[src/rtl/dmem_ctrl.sv]
// dmem_ctrl -- data-memory access controller for the MEM stage.
//
// Accepts one load/store from the MEM stage, issues a single-outstanding
// wait-stated bus cycle, steers store data onto byte lanes and extends load
// data. stallreq_o holds the pipeline until the access completes.
// Misaligned requests complete in one cycle with misalign_o set and no bus
// cycle.
//
// Optional build macro: DMEM_TIMEOUT_EN
//   When defined, a BUS-state wait counter ends an unacknowledged access after
//   TIMEOUT_CYCLES wait cycles and reports it on bus_err_o. An ack that arrives
//   on the timeout edge takes priority over the timeout. When undefined, the
//   controller waits indefinitely and bus_err_o is tied low.
//
// Ports:
//   clk, rst        clock, synchronous active-high reset
//   req_i           load/store request, held until done_o
//   we_i            1 = store, 0 = load
//   size_i          00 byte, 01 half, 10/11 word
//   sign_ext_i      sign-extend (LB/LH) vs zero-extend (LBU/LHU)
//   addr_i          byte address
//   wdata_i         right-aligned store data
//   rdata_o         extended load result (valid with done_o, held after)
//   done_o          one-cycle completion pulse
//   stallreq_o      stall request toward stall_control
//   misalign_o      misaligned-access flag (valid with done_o, held after)
//   bus_req_o       bus request
//   bus_we_o        bus write enable
//   bus_addr_o      word-aligned bus address
//   bus_be_o        byte enables
//   bus_wdata_o     lane-replicated store data
//   bus_ack_i       bus completion, honoured only while bus_req_o=1
//   bus_rdata_i     bus read data, valid with bus_ack_i
//   bus_err_o       timeout flag (DMEM_TIMEOUT_EN only)

module dmem_ctrl #(
  parameter int ADDR_W         = 32,
  parameter int DATA_W         = 32,
  parameter int TIMEOUT_CYCLES = 255
) (
  input  logic              clk,
  input  logic              rst,
  input  logic              req_i,
  input  logic              we_i,
  input  logic [1:0]        size_i,
  input  logic              sign_ext_i,
  input  logic [ADDR_W-1:0] addr_i,
  input  logic [DATA_W-1:0] wdata_i,
  output logic [DATA_W-1:0] rdata_o,
  output logic              done_o,
  output logic              stallreq_o,
  output logic              misalign_o,
  output logic              bus_req_o,
  output logic              bus_we_o,
  output logic [ADDR_W-1:0] bus_addr_o,
  output logic [3:0]        bus_be_o,
  output logic [DATA_W-1:0] bus_wdata_o,
  input  logic              bus_ack_i,
  input  logic [DATA_W-1:0] bus_rdata_i,
  output logic              bus_err_o
);

  typedef enum logic [1:0] {
    S_IDLE = 2'd0,
    S_BUS  = 2'd1,
    S_DONE = 2'd2
  } state_t;

  state_t              state_q, state_d;
  logic                bus_req_q, bus_req_d;
  logic                done_q, done_d;
  logic                bus_we_q, bus_we_d;
  logic [ADDR_W-1:0]   bus_addr_q, bus_addr_d;
  logic [3:0]          bus_be_q, bus_be_d;
  logic [DATA_W-1:0]   bus_wdata_q, bus_wdata_d;
  logic [1:0]          size_q, size_d;
  logic                sign_q, sign_d;
  logic [1:0]          lane_q, lane_d;
  logic [DATA_W-1:0]   rdata_q, rdata_d;
  logic                misalign_q, misalign_d;
  logic                err_q, err_d;

  // Request decode for the incoming access
  logic                req_misaligned;
  logic [3:0]          req_be;
  logic [DATA_W-1:0]   req_wdata;

  // Pick the addressed byte/half out of the bus word and extend it.
  function automatic logic [DATA_W-1:0] load_ext(
    input logic [1:0]        size,
    input logic              sx,
    input logic [1:0]        lane,
    input logic [DATA_W-1:0] d
  );
    logic [DATA_W-1:0] sh;
    logic [15:0]       hw;
    sh = d >> {lane, 3'b000};
    hw = lane[1] ? d[31:16] : d[15:0];
    case (size)
      2'b00:   load_ext = {{24{sx & sh[7]}}, sh[7:0]};
      2'b01:   load_ext = {{16{sx & hw[15]}}, hw};
      default: load_ext = d;
    endcase
  endfunction

  // size 11 is a word, so size_i[1] alone selects word alignment rules.
  assign req_misaligned = ((size_i == 2'b01) && addr_i[0]) ||
                          (size_i[1] && (addr_i[1:0] != 2'b00));

  always_comb begin
    req_be    = 4'b1111;
    req_wdata = wdata_i;
    case (size_i)
      2'b00: begin
        req_be    = 4'b0001 << addr_i[1:0];
        req_wdata = {4{wdata_i[7:0]}};
      end
      2'b01: begin
        req_be    = addr_i[1] ? 4'b1100 : 4'b0011;
        req_wdata = {2{wdata_i[15:0]}};
      end
      default: begin
        req_be    = 4'b1111;
        req_wdata = wdata_i;
      end
    endcase
  end

`ifdef DMEM_TIMEOUT_EN
  localparam int CNT_W = (TIMEOUT_CYCLES < 2) ? 1 : $clog2(TIMEOUT_CYCLES + 1);
  localparam logic [CNT_W-1:0] CNT_LAST = CNT_W'(TIMEOUT_CYCLES - 1);

  logic [CNT_W-1:0] cnt_q, cnt_d;

  always_ff @(posedge clk) begin
    if (rst) cnt_q <= '0;
    else     cnt_q <= cnt_d;
  end
`else
  localparam int timeout_cycles_unused = TIMEOUT_CYCLES;
`endif

  always_comb begin
    state_d     = state_q;
    bus_req_d   = bus_req_q;
    done_d      = 1'b0;
    bus_we_d    = bus_we_q;
    bus_addr_d  = bus_addr_q;
    bus_be_d    = bus_be_q;
    bus_wdata_d = bus_wdata_q;
    size_d      = size_q;
    sign_d      = sign_q;
    lane_d      = lane_q;
    rdata_d     = rdata_q;
    misalign_d  = misalign_q;
    err_d       = err_q;
`ifdef DMEM_TIMEOUT_EN
    cnt_d       = cnt_q;
`endif
    case (state_q)
      S_IDLE: begin
        if (req_i) begin
          if (req_misaligned) begin
            state_d    = S_DONE;
            done_d     = 1'b1;
            rdata_d    = '0;
            misalign_d = 1'b1;
            err_d      = 1'b0;
          end else begin
            state_d     = S_BUS;
            bus_req_d   = 1'b1;
            bus_we_d    = we_i;
            bus_addr_d  = {addr_i[ADDR_W-1:2], 2'b00};
            bus_be_d    = req_be;
            bus_wdata_d = req_wdata;
            size_d      = size_i;
            sign_d      = sign_ext_i;
            lane_d      = addr_i[1:0];
`ifdef DMEM_TIMEOUT_EN
            cnt_d       = '0;
`endif
          end
        end
      end
      S_BUS: begin
        if (bus_ack_i) begin
          state_d    = S_DONE;
          bus_req_d  = 1'b0;
          done_d     = 1'b1;
          rdata_d    = bus_we_q ? '0 : load_ext(size_q, sign_q, lane_q, bus_rdata_i);
          misalign_d = 1'b0;
          err_d      = 1'b0;
        end
`ifdef DMEM_TIMEOUT_EN
        // The edge on which the counter would reach the limit ends the access.
        else if (cnt_q == CNT_LAST) begin
          state_d    = S_DONE;
          bus_req_d  = 1'b0;
          done_d     = 1'b1;
          rdata_d    = '0;
          misalign_d = 1'b0;
          err_d      = 1'b1;
        end else begin
          cnt_d = cnt_q + 1'b1;
        end
`endif
      end
      S_DONE: begin
        state_d = S_IDLE;
      end
      default: begin
        state_d   = S_IDLE;
        bus_req_d = 1'b0;
      end
    endcase
  end

  always_ff @(posedge clk) begin
    if (rst) begin
      state_q     <= S_IDLE;
      bus_req_q   <= 1'b0;
      done_q      <= 1'b0;
      bus_we_q    <= 1'b0;
      bus_addr_q  <= '0;
      bus_be_q    <= '0;
      bus_wdata_q <= '0;
      size_q      <= '0;
      sign_q      <= 1'b0;
      lane_q      <= '0;
      rdata_q     <= '0;
      misalign_q  <= 1'b0;
      err_q       <= 1'b0;
    end else begin
      state_q     <= state_d;
      bus_req_q   <= bus_req_d;
      done_q      <= done_d;
      bus_we_q    <= bus_we_d;
      bus_addr_q  <= bus_addr_d;
      bus_be_q    <= bus_be_d;
      bus_wdata_q <= bus_wdata_d;
      size_q      <= size_d;
      sign_q      <= sign_d;
      lane_q      <= lane_d;
      rdata_q     <= rdata_d;
      misalign_q  <= misalign_d;
      err_q       <= err_d;
    end
  end

  assign rdata_o     = rdata_q;
  assign done_o      = done_q;
  assign misalign_o  = misalign_q;
  assign bus_req_o   = bus_req_q;
  assign bus_we_o    = bus_we_q;
  assign bus_addr_o  = bus_addr_q;
  assign bus_be_o    = bus_be_q;
  assign bus_wdata_o = bus_wdata_q;
  // Dropping the stall in DONE lets the pipeline advance on the DONE edge.
  assign stallreq_o  = req_i & (state_q != S_DONE);

`ifdef DMEM_TIMEOUT_EN
  assign bus_err_o = err_q;
`else
  assign bus_err_o = 1'b0;
`endif

endmodule

[config.mk]
export PLATFORM = sky130hd
export DESIGN_NAME = dmem_ctrl
export DESIGN_NICKNAME = d
export VERILOG_FILES = /design/src/rtl/dmem_ctrl.sv
export SDC_FILE = /design/constraint.sdc
export NUM_CORES = 1
export LEC_CHECK = 0
export ABC_CLOCK_PERIOD_IN_PS = 2250
export CAP_MARGIN = 20
export CORE_AREA = 2 2 89 133
export CTS_CLUSTER_DIAMETER = 100
export DETAILED_ROUTE_END_ITERATION = 12
export DIE_AREA = 0 0 91 135
export GPL_TIMING_DRIVEN = 0
export PLACE_DENSITY = 0.8
export REMOVE_ABC_BUFFERS = 1
export SYNTH_ARGS = -nofsm -noshare
export SYNTH_HDL_FRONTEND = slang
export SYNTH_SLANG_ARGS = --single-unit
export TNS_END_PERCENT = 20
[constraint.sdc]
create_clock -name clk -period 2.25 [get_ports clk]
set_clock_uncertainty 0.2 [all_clocks]
set_input_delay 0.45 -clock clk [delete_from_list [all_inputs] [get_ports clk]]
set_output_delay 0.45 -clock clk [all_outputs]
set_load 0.1 [all_outputs]
==> impl_metrics.ini, run 1 <==
[run_status]
outcome = finished clean

[layout]
drive_gt1_share_pct = 8.00
area_delta_synth_final_pct = 55.0
fin_util_pct = 64.3
fin_nets = 824
insertedDiodeCount = 0
postLayoutCellArea_sq_mm = 0.00711
fillers = 942

[floorplanning]
row_count = 47
start_util_pct = 41.5
die-area_sq_mm = 0.0123
coreArea_sq_mm = 0.0111
ios = 210
fp.dieH_um = 135
die_w_um = 91

[clock_network]
clkSinkCount = 109
hold_buffers = 0
clock_path_buffers = 2
cts_tree = yes
clk_pin_slew_ps = 70
cts_max_level = 3
clk_root_buffer_cell = clkbuf_16
cts_buffers = 9
clk_latency_ps = 340

[sta]
drv_slew = 0
tns_ps = 0
setup_viol = 0
rsz0062_at_grt = false
fin_ws_ps = 42.1
max_slew_margin_pct = 31.8
finalCritPeriodShare_pct = 98.1
max_freq_mhz = 453
hold_viol_final = 0
fin_crit_ps = 2210
tightest_slew_ps = 1030

[yosys]
synthTopCellsByCount = 138 x nand2_1, 109 x dfxtp_1, 57 x a21oi_1
synth_top_family_by_area = compound AO/OA/AOI/OAI gates
synth_compound_area_share_pct = 22.4
yosysTopAreaCell = dfxtp_1
synthCells = 529
yosysWarnings = 0
synth_fa_ha_area_share_pct = 0
ys.flop_type = dfxtp_1
synth.distinct_cells = 41
synth-xor-area-share_pct = 0
avgSynthCellArea_sq_um = 8.67
synth-simple-area-share_pct = 16.6
synth_top_cell_area_share_pct = 47.6
synth.area.top_cells = dfxtp_1 48%, nand2_1 11%, a21oi_1 6.2%, mux2i_1 5.2%, a221o_1 3.5%
muxShareOfSynthArea_pct = 7.94
yosysMostFrequentCell = nand2_1
synth_seq_area_share_pct = 47.6
synth_seq_cells = 109
netlist_area_sq_mm = 0.00458
synth-async-reset-ratio_pct = 0
synth_edf_count = 0

[worst_setup_path]
end_kind = output pin
cpLargestDelayFamily = buffers and inverters
worst-endpoint-required_ps = 1600
slowest_delay_ps = 890
slowest_stage = dlygate4sd2_1
reg2reg_slack_ps = 120
cp-start-kind = register
path_cells = dlygate4sd2_1
path_buf_inv = 1
critPathKind = register to output pin
cp.arrival_ps = 1560
path_max_fanout = 2

[pwr]
ir_drop_uv = 461
p_sw_mw = 1.89
pwr_density_cell_mw_per_mm2 = 739
p_int_mw = 3.36
sw_frac_of_total_pct = 35.9
p_seq_share_pct = 40.0
power_mw = 5.25
clkPwrFrac_pct = 31.0
p_leak_nw = 3.07
combinationalPowerShare_pct = 29.0

[detailed_routing]
avgRoutedWirePerCell_um = 16.9
dr.pass1.iters = 5
dr.first_iter.drc_count = 174
via_count = 4624
drc = 0
postRouteAntennaNets = 0
viasPerCell = 5.30
drt-total-wl_mm = 14.7

[global_route]
grt_overflow = 0
grt_start_max_net_pins = 49
grt_util_all_layers_pct = 23.3
grt_pass1_vias = 4508
grt_pass1_wl_mm = 23.0
grt_antenna_before_repair = 0

[flow_run]
maxCapViolCount = 0

[placement]
place_area_sq_mm = 0.00677
place_hpwl_mm = 10.5
portBuffers = 206
gp_congestion = 0.900
preCtsSetupSlack_ps = -1650

[min_path]
hold_path.class = register to register
==> cell families after synthesis <==
logic type             count (synthesis)
muxes                                 34
DFF                                  109
other                                  1
AOI/OAI and AO/OA                    144
buffers and inverters                 54
and+or+nand+nor                      187
==> per-stage QoR <==
stage | hold slack [ps] | std cells
floorplan | 267 | 490
global placement | 234 | 843
detailed placement | 238 | 848
CTS | 250 | 871
global route | 262 | 872
finish | 248 | 872
==> final timing paths <==
path,to,cells after the start,start
setup / recovery,bus_be_o[1],1,bus_be_o[1]
hold reg to reg,rdata_o[2],2,rdata_o[2]
hold / removal,rdata_o[2],2,rdata_o[2]
setup reg to reg,rdata_o[12],4,lane_q[1]
==> registers in the layout, summed over array words and instances, names as in the netlist <==
register / flops
bus_we_o: 1
bus_req_o: 1
bus_wdata_o: 32
misalign_o: 1
done_o: 1
bus_be_o: 4
state_q: 2
rdata_o: 32
bus_addr_o: 30
sign_q: 1
lane_q: 2
size_q: 2
==> placed cells by master (no fill, tap or decap), types with 3 or more instances in the layout <==
master           count
dlygate4sd2_1       89
clkdlybuf4s50_1     99
o31ai_1              9
clkinv_4             4
mux2_2               9
buf_4                6
nor2_1              31
nor3_1               4
a311oi_1            10
a221oi_1             8
inv_1               11
nand2_1            138
a21o_1               8
dfxtp_1            107
o2bb2ai_1            7
clkbuf_16            9
a21oi_1             56
mux2i_1             24
o21ai_0              3
a211oi_1            10
o211ai_1             8
conb_1               3
buf_12               3
clkdlybuf4s15_1     13
a221o_1             16
==> area by class of cell <==
cell class	instances	area (sq um)	share of cell area [%]
clock buffer	10	239	3.36
clock inverter	6	72.6	1.02
inverter	13	52.6	0.739
multi-input combinational	370	2260	31.7
sequential	109	2190	30.8
tap	147	184	2.59
timing repair buffer	217	2120	29.8
==> power groups by stage <==
stage	Sequential (mW)	Clock [mW]	Combinational, mW
6_report	2.10	1.63	1.52
5_1_grt	2.11	1.74	1.59
4_1_cts	2.10	1.66	1.51
3_5_place_dp	2.14	0	1.55
3_3_place_gp	2.14	0	1.49
2_1_floorplan	2.81	0	0.331
==> worst register-to-register path: cells and delay by family (launching register included) <==
kind           cells  cell delay, ps
flip-flops         1             520
multiplexers       1             570
AO/OA/AOI/OAI      3             750
==> metal layers <==
metal | part of all wire (%) | global-route usage [%] | vias up
met2 | 52 | 42.9 | 183
met3 | 6.8 | 5.64 | 28
met5 | 0 | 0 | -
li1 | - | - | 2243
met1 | 38 | 25.7 | 2170
met4 | 2.7 | 8.50 | 0
==> what timing repair did <==
item,CTS,global route
buffers inserted,5,1
pin swaps,4,1
gates cloned,2,0
setup endpoints to repair,212,60
resized for setup,129,17
Power figures use the tool's default switching activity.
==> inputs of run 2 (changes only) <==
--- a/config.mk
+++ b/config.mk
@@ -5,12 +5,13 @@
 export SDC_FILE = /design/constraint.sdc
 export NUM_CORES = 1
 export LEC_CHECK = 0
+export ABC_AREA = 1
 export ABC_CLOCK_PERIOD_IN_PS = 2250
 export CAP_MARGIN = 20
-export CORE_AREA = 2 2 89 133
+export CORE_AREA = 2 2 91 137
 export CTS_CLUSTER_DIAMETER = 100
 export DETAILED_ROUTE_END_ITERATION = 12
-export DIE_AREA = 0 0 91 135
+export DIE_AREA = 0 0 93 139
 export GPL_TIMING_DRIVEN = 0
 export PLACE_DENSITY = 0.8
 export REMOVE_ABC_BUFFERS = 1
==> run 2 against run 1 <==
Compared with the run above:
- count of clock-buffer cells in the layout up 2
- global-route usage up 0.45 points
- power down 0.46%
- core utilization down 2.3 points
- highest routed layer unchanged
- hold slack better by 14 ps
- sequential power about the same
- design area up 2.7%
- clock power down 9%
- register-to-register slack better by 90 ps
- first-iteration DRC count up 26%
- setup slack worse by 17 ps
==> impl_metrics.ini, run 2 <==
[global_route]
top_usage_layer = met2
grt_pass1_vias = 4977
met1_usage_pct = 27.0
grt_antenna_before_repair = 1
use_met2_pct = 42.0
use_met3_pct = 4.73
grt_overflow = 0
grt_pass1_wl_mm = 24.6
grt_util_all_layers_pct = 23.7
grt_start_max_net_pins = 51

[sta]
tightest_slew_ps = 1020
max_slew_margin_pct = 32.5
setup_viol = 0
max_freq_mhz = 449
hold_viol_final = 0
drv_slew = 0
rsz0062_at_grt = true
finalCritPeriodShare_pct = 98.9
fin_ws_ps = 25.0
fin_crit_ps = 2230

[layout]
postLayoutCellArea_sq_mm = 0.00730
area_delta_synth_final_pct = 46.5
most-common-layout-cells = 251 x nand2_1, 107 x dfxtp_1, 98 x clkdlybuf4s50_1
fin_nets = 974
drive_gt1_share_pct = 10.7
final_common_cell = nand2_1

[worst_setup_path]
reg2reg_slack_ps = 210
reg2regPathDepth = 9
slowest_stage = dlygate4sd2_1
r2r-end = rdata_o[25]
cpLargestDelayFamily = buffers and inverters
path_cells = dlygate4sd2_1
critPathKind = register to output pin
r2r-start = size_q[1]
slowest_delay_ps = 900
path_buf_inv = 1
cp.arrival_ps = 1580
cp-start-kind = register
worst-endpoint-required_ps = 1600
end_kind = output pin
path_max_fanout = 2

[min_path]
hold_depth = 2
worstHoldEndpoint = bus_addr_o[7]
hold_path.class = register to register
hp-start = bus_addr_o[7]

[placement]
place_area_sq_mm = 0.00703
place_hpwl_mm = 10.3
preCtsSetupSlack_ps = -2310
portBuffers = 206
gp_congestion = 0.878

[clock_network]
clk_pin_slew_ps = 70
clk_root_buffer_cell = clkbuf_16
clock_path_buffers = 2
cts_max_level = 3
cts_tree = yes
hold_buffers = 0
cts_buffers = 9
clkSinkCount = 109
clk_latency_ps = 350

[yosys]
ys.flop_type = dfxtp_1
yosysWarnings = 0
synthCells = 689
yosysTopAreaCell = dfxtp_1
synthTopCellsByCount = 252 x nand2_1, 109 x dfxtp_1, 94 x a21oi_1
synth_seq_area_share_pct = 43.8
netlist_area_sq_mm = 0.00498
yosysMostFrequentCell = nand2_1
synth.area.top_cells = dfxtp_1 44%, nand2_1 19%, a21oi_1 9.4%, nand3_1 4.1%, or2_2 3.1%
avgSynthCellArea_sq_um = 7.23
synth_seq_cells = 109
synth_top_cell_area_share_pct = 43.8
synth.distinct_cells = 31
synth-async-reset-ratio_pct = 0
synth_edf_count = 0

[pwr]
p_leak_nw = 3.19
ir_drop_uv = 435
pwr_density_cell_mw_per_mm2 = 716

[detailed_routing]
avgRoutedWirePerCell_um = 15.1
dr.first_iter.drc_count = 219
postRouteAntennaNets = 0
dr.pass1.iters = 4
via_count = 5167
drc = 0
viasPerCell = 5.02
drt-total-wl_mm = 15.6

[floorplanning]
start_util_pct = 42.3
coreArea_sq_mm = 0.0118
die-area_sq_mm = 0.0129
die_w_um = 93
row_count = 49
fp.dieH_um = 139
ios = 210

[run_status]
outcome = finished clean

[flow_run]
maxCapViolCount = 0
[run 2: changes by cell type after synthesis, moves of 12 or more]
cell / change
nand3_2: +12
a21oi_1: +37
a221o_1: -16
nand2_1: +114
inv_1: +17
nor2_1: -25
nand3_1: +40
or2_2: +25
mux2i_1: -24
o21ai_0: +28
[run 2: final cells by class]
| class | instances | area (sq um) |
|---|---|---|
| tap | 153 | 191 |
| antenna | 1 | 2.50 |
| inverter | 33 | 144 |
| fill | 1124 | 4480 |
| clock buffer | 12 | 236 |
| multi-input combinational | 503 | 2450 |
| timing repair buffer | 213 | 2040 |
| clock inverter | 4 | 32.5 |
| sequential | 109 | 2190 |
| timing repair inverter | 1 | 8.76 |
[run 2: cells by family (layout without fill, tap and decap cells)]
kind of cell / after synthesis / count (layout) / share of synthesized area [%]
AO/OA/AOI/OAI: 150 / 150 / 16.6
AND/OR/NAND/NOR: 348 / 350 / 31.3
buffers and inverters: 81 / 263 / 8.12
other: 1 / 4 / 0.0753
flip-flops: 109 / 109 / 43.8
[run 2: how the worst max path moves through the flow]
stage                   start               to  cells after the start
3_5_place_dp        size_i[1]  bus_wdata_o[18]                     11
3_3_place_gp        size_i[1]  bus_wdata_o[18]                     10
6_report       bus_wdata_o[2]   bus_wdata_o[2]                      1
5_1_grt             addr_i[1]  bus_wdata_o[29]                     10
4_1_cts             addr_i[1]      rdata_o[15]                      9
2_1_floorplan       addr_i[0]  bus_wdata_o[16]                      9
[run 2: through the flow]
stage | utilization [%] | TNS, ps | cells | hold slack (ps) | power [mW]
floorplan | - | -44400 | 643 | 288 | 3.24
global route | 62.0 | -14.9 | 1029 | 275 | 5.44
global placement | 59.2 | -291400 | 1002 | 251 | 3.79
detailed placement | 59.7 | -165890 | 1005 | 255 | 3.81
finish | 62.0 | 0 | 1029 | 261 | 5.23
CTS | 61.6 | -96.7 | 1027 | 263 | 5.25
[run 2: report_power, final]
group | internal, mW | total [mW] | switching [mW] | leakage, nW
Clock | 0.759 | 1.48 | 0.718 | 0.123
Sequential | 2.03 | 2.10 | 0.0627 | 0.889
Combinational | 0.430 | 1.65 | 1.22 | 2.18
[run 2: worst register-to-register path, stage by stage (launching register included)]
cell      delay (ps)
dfxtp_4          500
clkinv_4         240
nand2_4          160
nor2_8            60
nand2_2           80
nand2_2           70
nand2_4          140
nand3_4          260
nand3_1          160
a21oi_1           70
[run 2: metal layers]
layer  vias to the layer above  wire (um)  share of wire (%)
met5                         -          0                  0
met4                         0        570                3.7
met3                        33        935                6.0
met2                       177       7910                 51
met1                      2364       6150                 39
li1                       2593          -                  -
[run 2: what timing repair did]
item                                    CTS  global route
buffers inserted                          4             0
endpoints found under the setup margin  212            52
gates cloned                              2             1
resized for setup                       127            15
pin swaps                                 3             1
==> inputs of run 3 (changes only) <==
--- a/config.mk
+++ b/config.mk
@@ -18,4 +18,3 @@
 export SYNTH_ARGS = -nofsm -noshare
 export SYNTH_HDL_FRONTEND = slang
 export SYNTH_SLANG_ARGS = --single-unit
-export TNS_END_PERCENT = 20
==> run 3 against run 2 <==
Compared with the run above:
- register-to-register slack is essentially flat
- power grew 0.91%
- routed wire length grew 2.3%
- cell count grew 0.87%
- flip-flop and latch count is the same
- non-clock buffer count grew 10
- count of clock-buffer cells in the layout is the same
- critical path type unchanged
- critical endpoint unchanged
==> impl_metrics.ini, run 3 (synthesis results as in run 2) <==
[run_status]
outcome = finished clean

[worst_setup_path]
slowest_delay_ps = 900
cp.arrival_ps = 1570
cp-start-kind = register
path_max_fanout = 2
path_cells = dlygate4sd2_1
cpLargestDelayFamily = buffers and inverters
slowest_stage = dlygate4sd2_1
worst-endpoint-required_ps = 1600
end_kind = output pin
path_buf_inv = 1
reg2reg_slack_ps = 220
critPathKind = register to output pin

[pwr]
p_leak_nw = 3.26
combinationalPowerShare_pct = 32.1
p_seq_share_pct = 39.8
sw_frac_of_total_pct = 38.4
power_mw = 5.27
p_sw_mw = 2.02
clkPwrFrac_pct = 28.2
p_int_mw = 3.25
pwr_density_cell_mw_per_mm2 = 711
ir_drop_uv = 439

[detailed_routing]
dr.first_iter.drc_count = 244
via_count = 5268
viasPerCell = 5.08
drc = 0
dr.pass1.iters = 4
postRouteAntennaNets = 0
drt-total-wl_mm = 15.9
avgRoutedWirePerCell_um = 15.3

[global_route]
grt_util_all_layers_pct = 24.1
grt_antenna_before_repair = 0
grt_start_max_net_pins = 51
grt_pass1_vias = 5008
grt_pass1_wl_mm = 24.9
grt_overflow = 0

[clock_network]
cts_buffers = 9
cts_tree = yes
clk_latency_ps = 350
clk_pin_slew_ps = 70
cts_max_level = 3
clk_root_buffer_cell = clkbuf_16
clock_path_buffers = 2
clkSinkCount = 109

[layout]
area_delta_synth_final_pct = 49.0
fin_nets = 984
fin_cells = 1038
drive_gt1_share_pct = 11.8
fin_util_pct = 63.0
final_common_cell = nand2_1
most-common-layout-cells = 251 x nand2_1, 107 x dfxtp_1, 99 x clkdlybuf4s50_1
insertedDiodeCount = 0

[placement]
dpl.cell_count = 1005
place_hpwl_mm = 10.3
gp_congestion = 0.878
portBuffers = 206

[sta]
rsz0062_at_grt = false
fin_crit_ps = 2220
tightest_slew_ps = 1010
max_freq_mhz = 450
max_slew_margin_pct = 32.8
finalCritPeriodShare_pct = 98.8
hold_viol_final = 0
setup_viol = 0
drv_slew = 0

[floorplanning]
fp.dieH_um = 139
ios = 210
die-area_sq_mm = 0.0129
die_w_um = 93
start_util_pct = 42.3
row_count = 49
coreArea_sq_mm = 0.0118

[flow_run]
maxCapViolCount = 0

[min_path]
hold_path.class = register to register
[run 3: worst paths after layout]
kind	start	to	cells after the start
min reg2reg	rdata_o[29]	rdata_o[29]	2
min	rdata_o[29]	rdata_o[29]	2
max	bus_wdata_o[2]	bus_wdata_o[2]	1
max reg2reg	state_q[0]	rdata_o[15]	9
[run 3: power by group through the flow]
| stage | clock network [mW] | registers, mW | logic, mW |
|---|---|---|---|
| 6_report | 1.49 | 2.10 | 1.69 |
| 5_1_grt | 1.58 | 2.11 | 1.78 |
| 4_1_cts | 1.51 | 2.10 | 1.66 |
| 3_5_place_dp | 0 | 2.14 | 1.67 |
| 3_3_place_gp | 0 | 2.14 | 1.65 |
| 2_1_floorplan | 0 | 2.83 | 0.419 |
[run 3: final cells by class]
cell class | instances | area (sq um)
clock buffer | 12 | 236
fill | 1112 | 4350
timing repair inverter | 1 | 8.76
timing repair buffer | 223 | 2160
tap | 153 | 191
inverter | 33 | 144
clock inverter | 4 | 32.5
sequential | 109 | 2190
multi-input combinational | 503 | 2460
[run 3: routing by layer]
metal / share of wire, % / wire [um] / global-route usage, %
met5: 0 / 0 / 0
met4: 3.1 / 496 / 10.4
met3: 6.2 / 983 / 4.62
met2: 52 / 8210 / 43.3
met1: 39 / 6240 / 27.1
[run 3: stage by stage]
stage | worst slack (ps) | cell area [sq um] | hold WS (ps) | TNS [ps]
floorplan | -981 | 4710 | 288 | -44400
global placement | -3630 | 6970 | 251 | -291400
detailed placement | -2310 | 7030 | 255 | -165890
CTS | 0.338 | 7270 | 263 | 0
global route | 0.732 | 7420 | 275 | 0
finish | 27.6 | 7420 | 261 | 0
[run 3: what timing repair did]
action,in CTS,in global routing
pin swaps,3,2
gates cloned,3,1
endpoints found under the setup margin,212,70
buffers inserted,4,9
hold buffers,0,0
resized for setup,128,15
[run 3: tightest hold or removal path, delay by kind of cell (launching register included)]
kind | cells | cell delay [ps]
DFF | 1 | 310
and+or+nand+nor | 1 | 60
AOI/OAI and AO/OA | 1 | 50
